[config.mk]
export PLATFORM = sky130hd
export DESIGN_NAME = storage_arbiter_flat
export DESIGN_NICKNAME = d
export VERILOG_FILES = /design/src/rtl/storage_pkg.sv /design/src/rtl/storage_arbiter_if.sv /design/src/rtl/storage_rr_arb.sv /design/src/rtl/storage_arbiter.sv /design/src/flat_wrapper.sv
export SDC_FILE = /design/constraint.sdc
export NUM_CORES = 1
export LEC_CHECK = 0
export ABC_AREA = 1
export CAP_MARGIN = 20
export CORE_ASPECT_RATIO = 1.2
export CORE_MARGIN = 4
export CORE_UTILIZATION = 30
export DETAILED_ROUTE_END_ITERATION = 8
export GPL_TIMING_DRIVEN = 0
export PLACE_DENSITY_LB_ADDON = 0.25
export SLEW_MARGIN = 20
export SYNTH_ARGS = -nofsm -noshare
export SYNTH_HDL_FRONTEND = slang
export SYNTH_SLANG_ARGS = --single-unit
[constraint.sdc]
create_clock -name clk -period 4.1 [get_ports clk]
set_input_delay 1.23 -clock clk [delete_from_list [all_inputs] [get_ports clk]]
set_output_delay 1.23 -clock clk [all_outputs]
set_load 0.01 [all_outputs]
[src/rtl/storage_pkg.sv]
// Shared definitions for the storage arbiter: FSM state encoding, address field
// positions and a block range check.
//
// Optional feature macro used by files that import this package: STORAGE_ARB_ERR_EN.

package storage_pkg;

    typedef enum logic [1:0] {
        StIdle  = 2'd0,
        StIssue = 2'd1,
        StWait  = 2'd2,
        StAck   = 2'd3
    } state_e;

    // Word address is adr[WordAdrMsb:WordAdrLsb]; block index starts at BlkIdxLsb.
    localparam int unsigned WordAdrLsb = 2;
    localparam int unsigned WordAdrMsb = 9;
    localparam int unsigned BlkIdxLsb  = 10;
    localparam int unsigned WordAdrW   = WordAdrMsb - WordAdrLsb + 1;

    // The whole of adr[31:BlkIdxLsb] is compared, so addresses above the last
    // block never alias back onto a real block.
    function automatic logic blk_in_range(input logic [31:0] adr, input int unsigned blocks);
        logic [31:0] w_hi;
        w_hi = adr >> BlkIdxLsb;
        return (w_hi < blocks);
    endfunction

endpackage

[src/rtl/storage_arbiter_if.sv]
// Bus bundle between two Wishbone masters, the storage arbiter and the SRAM
// management port.
//
//   m0_* / m1_*   : Wishbone controls, address, data, ack and read data per master
//   mgmt_*        : active-low block enables / write enables, byte mask, word
//                   address, write data and per-block read data
//   arb_busy/owner: arbiter status
//
// Modports: slave = arbiter side, master = requesters/SRAM side.
// With STORAGE_ARB_ERR_EN defined, m0_err_o / m1_err_o are added.

interface storage_arbiter_if #(
    parameter int unsigned RAM_BLOCKS = 2
) ();

    logic                      m0_cyc_i;
    logic                      m0_stb_i;
    logic                      m0_we_i;
    logic [3:0]                m0_sel_i;
    logic [31:0]               m0_adr_i;
    logic [31:0]               m0_dat_i;
    logic                      m0_ack_o;
    logic [31:0]               m0_dat_o;

    logic                      m1_cyc_i;
    logic                      m1_stb_i;
    logic                      m1_we_i;
    logic [3:0]                m1_sel_i;
    logic [31:0]               m1_adr_i;
    logic [31:0]               m1_dat_i;
    logic                      m1_ack_o;
    logic [31:0]               m1_dat_o;

`ifdef STORAGE_ARB_ERR_EN
    logic                      m0_err_o;
    logic                      m1_err_o;
`endif

    logic [RAM_BLOCKS-1:0]     mgmt_ena;
    logic [RAM_BLOCKS-1:0]     mgmt_wen;
    logic [RAM_BLOCKS*4-1:0]   mgmt_wen_mask;
    logic [7:0]                mgmt_addr;
    logic [31:0]               mgmt_wdata;
    logic [RAM_BLOCKS*32-1:0]  mgmt_rdata;

    logic                      arb_busy;
    logic                      arb_owner;

    modport slave (
        input  m0_cyc_i, m0_stb_i, m0_we_i, m0_sel_i, m0_adr_i, m0_dat_i,
        output m0_ack_o, m0_dat_o,
        input  m1_cyc_i, m1_stb_i, m1_we_i, m1_sel_i, m1_adr_i, m1_dat_i,
        output m1_ack_o, m1_dat_o,
`ifdef STORAGE_ARB_ERR_EN
        output m0_err_o, m1_err_o,
`endif
        output mgmt_ena, mgmt_wen, mgmt_wen_mask, mgmt_addr, mgmt_wdata,
        input  mgmt_rdata,
        output arb_busy, arb_owner
    );

    modport master (
        output m0_cyc_i, m0_stb_i, m0_we_i, m0_sel_i, m0_adr_i, m0_dat_i,
        input  m0_ack_o, m0_dat_o,
        output m1_cyc_i, m1_stb_i, m1_we_i, m1_sel_i, m1_adr_i, m1_dat_i,
        input  m1_ack_o, m1_dat_o,
`ifdef STORAGE_ARB_ERR_EN
        input  m0_err_o, m1_err_o,
`endif
        input  mgmt_ena, mgmt_wen, mgmt_wen_mask, mgmt_addr, mgmt_wdata,
        output mgmt_rdata,
        input  arb_busy, arb_owner
    );

endinterface

[src/rtl/storage_rr_arb.sv]
// Two-input round-robin picker (purely combinational).
//
//   i_req[1:0]  : request per master
//   i_last      : master granted most recently
//   o_gnt       : index of the winning master
//   o_gnt_valid : at least one request present

module storage_rr_arb (
    input  logic [1:0] i_req,
    input  logic       i_last,
    output logic       o_gnt,
    output logic       o_gnt_valid
);

    always_comb begin
        o_gnt_valid = |i_req;
        if (&i_req) begin
            o_gnt = ~i_last;
        end else begin
            o_gnt = i_req[1];
        end
    end

endmodule

[src/rtl/storage_arbiter.sv]
// Two-master arbiter and sequencer for the banked management SRAM port.
// Round-robin grant, one transaction at a time: IDLE -> ISSUE -> (WAIT) -> ACK.
//
// Ports:
//   clk    : core clock
//   resetn : synchronous active-low reset
//   bus    : storage_arbiter_if.slave (both Wishbone masters, SRAM port, status)
//
// Parameters: RAM_BLOCKS (block count), RD_LAT (SRAM read latency 1..3),
//             BLK_W (block index width, clog2(RAM_BLOCKS), min 1).
// Optional:   STORAGE_ARB_ERR_EN turns out-of-range accesses into err_o
//             responses instead of a zero-data ack.

module storage_arbiter
    import storage_pkg::*;
#(
    parameter int unsigned RAM_BLOCKS = 2,
    parameter int unsigned RD_LAT     = 1,
    parameter int unsigned BLK_W      = 1
) (
    input  logic                clk,
    input  logic                resetn,
    storage_arbiter_if.slave    bus
);

    localparam logic [1:0] WaitLoad = 2'(RD_LAT - 1);

    state_e                   r_state;
    state_e                   w_state_next;

    logic [1:0]               r_cnt;
    logic                     r_gnt;
    logic                     r_last;
    logic                     r_we;
    logic                     r_oor;
    logic [BLK_W-1:0]         r_blk;
    logic [RAM_BLOCKS-1:0]    r_ena;
    logic [RAM_BLOCKS-1:0]    r_wen;
    logic [RAM_BLOCKS*4-1:0]  r_mask;
    logic [WordAdrW-1:0]      r_addr;
    logic [31:0]              r_wdata;
    logic [31:0]              r_dat0;
    logic [31:0]              r_dat1;

    logic [1:0]               w_req;
    logic                     w_gnt;
    logic                     w_gnt_valid;
    logic                     w_we;
    logic [3:0]               w_sel;
    logic [31:0]              w_adr;
    logic [31:0]              w_wdat;
    logic                     w_in_range;
    logic [BLK_W-1:0]         w_blk;
    logic [RAM_BLOCKS-1:0]    w_blk_oh;
    logic [RAM_BLOCKS*4-1:0]  w_mask;
    logic [31:0]              w_rd_word;
    logic                     w_resp_ok;
    logic                     w_resp_err;

    assign w_req[0] = bus.m0_cyc_i & bus.m0_stb_i;
    assign w_req[1] = bus.m1_cyc_i & bus.m1_stb_i;

    storage_rr_arb u_rr_arb (
        .i_req       (w_req),
        .i_last      (r_last),
        .o_gnt       (w_gnt),
        .o_gnt_valid (w_gnt_valid)
    );

    // Controls of the master that would be granted this cycle.
    always_comb begin
        if (w_gnt) begin
            w_we   = bus.m1_we_i;
            w_sel  = bus.m1_sel_i;
            w_adr  = bus.m1_adr_i;
            w_wdat = bus.m1_dat_i;
        end else begin
            w_we   = bus.m0_we_i;
            w_sel  = bus.m0_sel_i;
            w_adr  = bus.m0_adr_i;
            w_wdat = bus.m0_dat_i;
        end
    end

    assign w_in_range = blk_in_range(w_adr, RAM_BLOCKS);
    assign w_blk      = w_adr[BlkIdxLsb +: BLK_W];

    // One-hot block select; empty for out-of-range addresses.
    always_comb begin
        w_blk_oh = '0;
        w_mask   = '0;
        for (int i = 0; i < int'(RAM_BLOCKS); i++) begin
            if (w_in_range && (w_blk == BLK_W'(i))) begin
                w_blk_oh[i]      = 1'b1;
                w_mask[i*4 +: 4] = w_sel;
            end
        end
    end

    always_comb begin
        w_rd_word = '0;
        for (int i = 0; i < int'(RAM_BLOCKS); i++) begin
            if (r_blk == BLK_W'(i)) begin
                w_rd_word = bus.mgmt_rdata[i*32 +: 32];
            end
        end
    end

    // FSM state register.
    always_ff @(posedge clk) begin
        if (!resetn) begin
            r_state <= StIdle;
        end else begin
            r_state <= w_state_next;
        end
    end

    // FSM next state.
    always_comb begin
        w_state_next = r_state;
        unique case (r_state)
            StIdle: begin
                if (w_gnt_valid) begin
                    w_state_next = StIssue;
                end
            end
            StIssue: begin
                // Out-of-range reads have nothing to wait for.
                if (r_we || r_oor) begin
                    w_state_next = StAck;
                end else begin
                    w_state_next = StWait;
                end
            end
            StWait: begin
                if (r_cnt == 2'd0) begin
                    w_state_next = StAck;
                end
            end
            StAck: begin
                w_state_next = StIdle;
            end
            default: begin
                w_state_next = StIdle;
            end
        endcase
    end

    // Datapath registers.
    always_ff @(posedge clk) begin
        if (!resetn) begin
            r_cnt   <= '0;
            r_gnt   <= 1'b0;
            r_last  <= 1'b1;
            r_we    <= 1'b0;
            r_oor   <= 1'b0;
            r_blk   <= '0;
            r_ena   <= '1;
            r_wen   <= '1;
            r_mask  <= '0;
            r_addr  <= '0;
            r_wdata <= '0;
            r_dat0  <= '0;
            r_dat1  <= '0;
        end else begin
            unique case (r_state)
                StIdle: begin
                    if (w_gnt_valid) begin
                        r_gnt   <= w_gnt;
                        r_we    <= w_we;
                        r_oor   <= ~w_in_range;
                        r_blk   <= w_blk;
                        r_ena   <= ~w_blk_oh;
                        r_wen   <= w_we ? ~w_blk_oh : '1;
                        r_mask  <= w_mask;
                        r_addr  <= w_adr[WordAdrMsb:WordAdrLsb];
                        r_wdata <= w_wdat;
                        r_cnt   <= WaitLoad;
                    end
                end
                StIssue: begin
                    r_ena   <= '1;
                    r_wen   <= '1;
                    r_mask  <= '0;
                    r_addr  <= '0;
                    r_wdata <= '0;
`ifndef STORAGE_ARB_ERR_EN
                    // Out-of-range accesses return zero data.
                    if (r_oor) begin
                        if (r_gnt) begin
                            r_dat1 <= '0;
                        end else begin
                            r_dat0 <= '0;
                        end
                    end
`endif
                end
                StWait: begin
                    if (r_cnt == 2'd0) begin
                        if (r_gnt) begin
                            r_dat1 <= w_rd_word;
                        end else begin
                            r_dat0 <= w_rd_word;
                        end
                    end else begin
                        r_cnt <= r_cnt - 2'd1;
                    end
                end
                StAck: begin
                    r_last <= r_gnt;
                end
                default: begin
                end
            endcase
        end
    end

    // A master that dropped its request before ACK gets nothing back.
    always_comb begin
        w_resp_ok  = 1'b0;
        w_resp_err = 1'b0;
        if (r_state == StAck && w_req[r_gnt]) begin
`ifdef STORAGE_ARB_ERR_EN
            w_resp_ok  = ~r_oor;
            w_resp_err = r_oor;
`else
            w_resp_ok  = 1'b1;
`endif
        end
    end

    assign bus.m0_ack_o = w_resp_ok & ~r_gnt;
    assign bus.m1_ack_o = w_resp_ok & r_gnt;
    assign bus.m0_dat_o = r_dat0;
    assign bus.m1_dat_o = r_dat1;

`ifdef STORAGE_ARB_ERR_EN
    assign bus.m0_err_o = w_resp_err & ~r_gnt;
    assign bus.m1_err_o = w_resp_err & r_gnt;
`else
    logic w_unused;
    assign w_unused = w_resp_err;
`endif

    assign bus.mgmt_ena      = r_ena;
    assign bus.mgmt_wen      = r_wen;
    assign bus.mgmt_wen_mask = r_mask;
    assign bus.mgmt_addr     = r_addr;
    assign bus.mgmt_wdata    = r_wdata;
    assign bus.arb_busy      = (r_state != StIdle);
    assign bus.arb_owner     = r_gnt;

endmodule

[src/flat_wrapper.sv]
// flat-port wrapper written by rule: the top's interface ports become plain ports
module storage_arbiter_flat import storage_pkg::*;
#(
    parameter int unsigned RAM_BLOCKS = 2,
    parameter int unsigned RD_LAT     = 1,
    parameter int unsigned BLK_W      = 1
)
  (clk, resetn, bus_m0_cyc_i, bus_m0_stb_i, bus_m0_we_i, bus_m0_sel_i, bus_m0_adr_i, bus_m0_dat_i, bus_m0_ack_o, bus_m0_dat_o, bus_m1_cyc_i, bus_m1_stb_i, bus_m1_we_i, bus_m1_sel_i, bus_m1_adr_i, bus_m1_dat_i, bus_m1_ack_o, bus_m1_dat_o, bus_mgmt_ena, bus_mgmt_wen, bus_mgmt_wen_mask, bus_mgmt_addr, bus_mgmt_wdata, bus_mgmt_rdata, bus_arb_busy, bus_arb_owner);
  storage_arbiter_if #(.RAM_BLOCKS(RAM_BLOCKS)) bus_i ();
  input  logic clk;
  input  logic resetn;
  input wire logic [$bits(bus_i.m0_cyc_i)-1:0] bus_m0_cyc_i;
  input wire logic [$bits(bus_i.m0_stb_i)-1:0] bus_m0_stb_i;
  input wire logic [$bits(bus_i.m0_we_i)-1:0] bus_m0_we_i;
  input wire logic [$bits(bus_i.m0_sel_i)-1:0] bus_m0_sel_i;
  input wire logic [$bits(bus_i.m0_adr_i)-1:0] bus_m0_adr_i;
  input wire logic [$bits(bus_i.m0_dat_i)-1:0] bus_m0_dat_i;
  output wire logic [$bits(bus_i.m0_ack_o)-1:0] bus_m0_ack_o;
  output wire logic [$bits(bus_i.m0_dat_o)-1:0] bus_m0_dat_o;
  input wire logic [$bits(bus_i.m1_cyc_i)-1:0] bus_m1_cyc_i;
  input wire logic [$bits(bus_i.m1_stb_i)-1:0] bus_m1_stb_i;
  input wire logic [$bits(bus_i.m1_we_i)-1:0] bus_m1_we_i;
  input wire logic [$bits(bus_i.m1_sel_i)-1:0] bus_m1_sel_i;
  input wire logic [$bits(bus_i.m1_adr_i)-1:0] bus_m1_adr_i;
  input wire logic [$bits(bus_i.m1_dat_i)-1:0] bus_m1_dat_i;
  output wire logic [$bits(bus_i.m1_ack_o)-1:0] bus_m1_ack_o;
  output wire logic [$bits(bus_i.m1_dat_o)-1:0] bus_m1_dat_o;
  output wire logic [$bits(bus_i.mgmt_ena)-1:0] bus_mgmt_ena;
  output wire logic [$bits(bus_i.mgmt_wen)-1:0] bus_mgmt_wen;
  output wire logic [$bits(bus_i.mgmt_wen_mask)-1:0] bus_mgmt_wen_mask;
  output wire logic [$bits(bus_i.mgmt_addr)-1:0] bus_mgmt_addr;
  output wire logic [$bits(bus_i.mgmt_wdata)-1:0] bus_mgmt_wdata;
  input wire logic [$bits(bus_i.mgmt_rdata)-1:0] bus_mgmt_rdata;
  output wire logic [$bits(bus_i.arb_busy)-1:0] bus_arb_busy;
  output wire logic [$bits(bus_i.arb_owner)-1:0] bus_arb_owner;
  assign bus_i.m0_cyc_i = bus_m0_cyc_i;
  assign bus_i.m0_stb_i = bus_m0_stb_i;
  assign bus_i.m0_we_i = bus_m0_we_i;
  assign bus_i.m0_sel_i = bus_m0_sel_i;
  assign bus_i.m0_adr_i = bus_m0_adr_i;
  assign bus_i.m0_dat_i = bus_m0_dat_i;
  assign bus_m0_ack_o = bus_i.m0_ack_o;
  assign bus_m0_dat_o = bus_i.m0_dat_o;
  assign bus_i.m1_cyc_i = bus_m1_cyc_i;
  assign bus_i.m1_stb_i = bus_m1_stb_i;
  assign bus_i.m1_we_i = bus_m1_we_i;
  assign bus_i.m1_sel_i = bus_m1_sel_i;
  assign bus_i.m1_adr_i = bus_m1_adr_i;
  assign bus_i.m1_dat_i = bus_m1_dat_i;
  assign bus_m1_ack_o = bus_i.m1_ack_o;
  assign bus_m1_dat_o = bus_i.m1_dat_o;
  assign bus_mgmt_ena = bus_i.mgmt_ena;
  assign bus_mgmt_wen = bus_i.mgmt_wen;
  assign bus_mgmt_wen_mask = bus_i.mgmt_wen_mask;
  assign bus_mgmt_addr = bus_i.mgmt_addr;
  assign bus_mgmt_wdata = bus_i.mgmt_wdata;
  assign bus_i.mgmt_rdata = bus_mgmt_rdata;
  assign bus_arb_busy = bus_i.arb_busy;
  assign bus_arb_owner = bus_i.arb_owner;
  storage_arbiter #(.RAM_BLOCKS(RAM_BLOCKS), .RD_LAT(RD_LAT), .BLK_W(BLK_W)) u_core (.clk(clk), .resetn(resetn), .bus(bus_i));
endmodule
==> impl_metrics.json <==
{
  "status": "completed",
  "drt-pass1-iter-count": 4,
  "cap_violations": 0,
  "drv_slew": 0,
  "dieArea_mm2": 0.0215,
  "cts_resized": 0,
  "wl_met1_mm": 8.77,
  "clk_latency_ps": 420,
  "viasPerCell": 4.58,
  "drt_iter0_drc": 278,
  "detail_route.wirelength_mm": 22.8,
  "ff_latch_area_mm2": 0.00250,
  "fillers": 1895,
  "slowest_stage": "clkdlybuf4s50_1",
  "highest_layer": "met4",
  "critPathRequiredTime_ps": 2870,
  "leakage_uw": 0.00367,
  "syn_area_mm2": 0.00575,
  "synth_cell_type_count": 27,
  "min_period_ps": 3870,
  "io-pin-count": 328,
  "synthCells": 797,
  "synth-seq-area-share": 0.435,
  "final_cells": 1407,
  "syn_avg_cell_area_um2": 7.22,
  "critPathLaunchType": "input pin",
  "cts_tree": "done",
  "grt_pass1_wl_mm": 34.4,
  "multi_input_comb_area_mm2": 0.00263,
  "fmax_mhz": 258,
  "power_density_mw_per_mm2": 543,
  "overflow": 0,
  "diodes": 0,
  "cpMostUsedCell": "clkdlybuf4s50_1",
  "hold_viol": 0,
  "portBuffers": 322,
  "hp-class": "reg -> reg",
  "slowest_delay_ps": 590,
  "cts_setup_buffers": 0,
  "worst_pin_slew_ps": 736,
  "initial_core_util": 0.305,
  "cts_root_buffer": "clkbuf_16",
  "die_x_um": 134,
  "worstPathCellList": "clkdlybuf4s50_1 > nand2_1 > nor2_1 > clkdlybuf4s50_1",
  "synth_ff_type": "dfxtp_1",
  "core_mm2": 0.0189,
  "fin_crit_sh": 0.945,
  "area_growth_pct": 72.1,
  "routabilityCongestion": 0.833,
  "dp_cells": 1375,
  "clock_path_buffers": 2,
  "die_y_um": 160,
  "ys_ff_latch": 125,
  "cts_hold_buf": 0,
  "synthArstFlopShare": 0,
  "nets": 1352,
  "fin_tns_setup_ps": 0,
  "synth_top_area_frac": 0.435,
  "clock_sinks": 125,
  "drt_drc_violations_left": 0,
  "via_count": 6441,
  "endpoint_kind": "output pin",
  "setup_viol": 0,
  "relSlewSlack": 0.509,
  "critPathKind": "in -> out",
  "routed-wl-met2_mm": 11.2,
  "ys_top_cells_by_area": "dfxtp_1, a21oi_1, o21ai_0",
  "yosys.area.top_type": "dfxtp_1",
  "synth_common_cells": "dfxtp_1, a21oi_1, nor2_1",
  "irDropWorstVdd_mv": 0.275,
  "wl_met3_mm": 2.34,
  "dpl.hpwl_mm": 18.1,
  "worst_slack_ps": 228,
  "cp_max_fo": 4,
  "yosys_warnings": 0,
  "antenna_left": 0,
  "rows": 55,
  "h-tree-depth": 4,
  "synth-edff-count": 0,
  "grt_usage": 0.206,
  "drive_above_1_share": 0.0608,
  "synthMostInstantiatedCell": "dfxtp_1",
  "rsz0062_at_grt": "no",
  "finClkSkew_ps": 8.58,
  "synth_nets": 1011,
  "clkSlewWorstSetupHoldPaths_ps": 60,
  "grt_pass1_vias": 6337,
  "arrival_ps": 2640,
  "antenna_found_initial": 0,
  "grt_max_degree": 17,
  "cts_buffers": 17,
  "holdWs_ps": 443,
  "preCtsSetupSlack_ps": 209,
  "wl_per_cell_um": 16.2
}
worst max-delay path: cells and delay by family:
kind | cells | cell delay (ps)
AND/OR/NAND/NOR | 2 | 340
buffers and inverters | 2 | 1080
path summary, 6_finish.rpt:
kind | startpoint | end | slack (ps) | cells after the start
setup / recovery | bus_m1_cyc_i | bus_m1_ack_o | 230 | 4
setup reg to reg | u_core.r_state[0]$_SDFFE_PN0P_ | u_core.bus.m1_dat_o[11]$_SDFFE_PN0P_ | 2120 | 7
hold / removal | u_core.bus.m0_dat_o[30]$_SDFFE_PN0P_ | u_core.bus.m0_dat_o[30]$_SDFFE_PN0P_ | 440 | 2
hold reg to reg | u_core.bus.m0_dat_o[30]$_SDFFE_PN0P_ | u_core.bus.m0_dat_o[30]$_SDFFE_PN0P_ | 440 | 2
through the flow:
stage / utilization / total power [µW] / instance area, µm²
3_3_place_gp: 0.493 / 3850 / 9300
3_5_place_dp: 0.493 / 3870 / 9300
6_report: 0.525 / 5380 / 9910
4_1_cts: 0.525 / 5440 / 9910
5_1_grt: 0.525 / 5730 / 9910
2_1_floorplan: - / 2760 / 5750
flip-flops by register name (all words and copies together), names as in the netlist:
signal / count
u_core.bus.arb_owner: 1
u_core.bus.m0_dat_o: 32
u_core.bus.m1_dat_o: 32
u_core.bus.mgmt_addr: 8
u_core.bus.mgmt_ena: 2
u_core.bus.mgmt_wdata: 32
u_core.bus.mgmt_wen: 2
u_core.bus.mgmt_wen_mask: 8
u_core.r_blk: 1
u_core.r_cnt: 2
u_core.r_last: 1
u_core.r_oor: 1
u_core.r_state: 2
u_core.r_we: 1
cells by family (layout without fill, tap and decap cells):
logic type,after synthesis,in the layout,share of synthesized area
adders and majority gates,6,6,0.0130
and+or+nand+nor,212,212,0.149
DFF,125,125,0.435
AOI/OAI and AO/OA,313,313,0.294
buffers and inverters,141,495,0.109
layout make-up:
type | instances | area share
repair buffers | 322 | 0.325
multi-input cells | 531 | 0.265
well taps | 256 | 0.0323
flip-flops and latches | 125 | 0.253
clock inverters | 13 | 0.0167
clock buffers | 19 | 0.0447
inverters | 86 | 0.0326
plain buffers | 55 | 0.0307
cells in the final DEF (no fill, tap or decap), types with 12 or more instances in the layout:
| cell | n |
|---|---|
| a21oi_1 | 118 |
| buf_2 | 12 |
| clkbuf_1 | 26 |
| clkbuf_16 | 17 |
| clkdlybuf4s50_1 | 322 |
| dfxtp_1 | 125 |
| inv_1 | 80 |
| nand2_1 | 85 |
| nand3_1 | 17 |
| nor2_1 | 103 |
| o21a_1 | 40 |
| o21ai_0 | 86 |
| o21ai_1 | 61 |
power breakdown:
| part | switching, µW | leakage (µW) | total (µW) | internal, µW |
|---|---|---|---|---|
| sequential | 161 | 0.00102 | 1670 | 1510 |
| clock | 583 | 0.000286 | 1560 | 975 |
| combinational | 1090 | 0.00236 | 2150 | 1060 |
| total | 1830 | 0.00367 | 5380 | 3540 |
metal layers:
| metal | up-vias | track usage |
|---|---|---|
| met1 | 2852 | 0.217 |
| met4 | 0 | 0.0639 |
| met5 | - | 0 |
| met3 | 32 | 0.0851 |
| met2 | 255 | 0.373 |
| li1 | 3302 | - |
(Power assumes the default switching activity.)
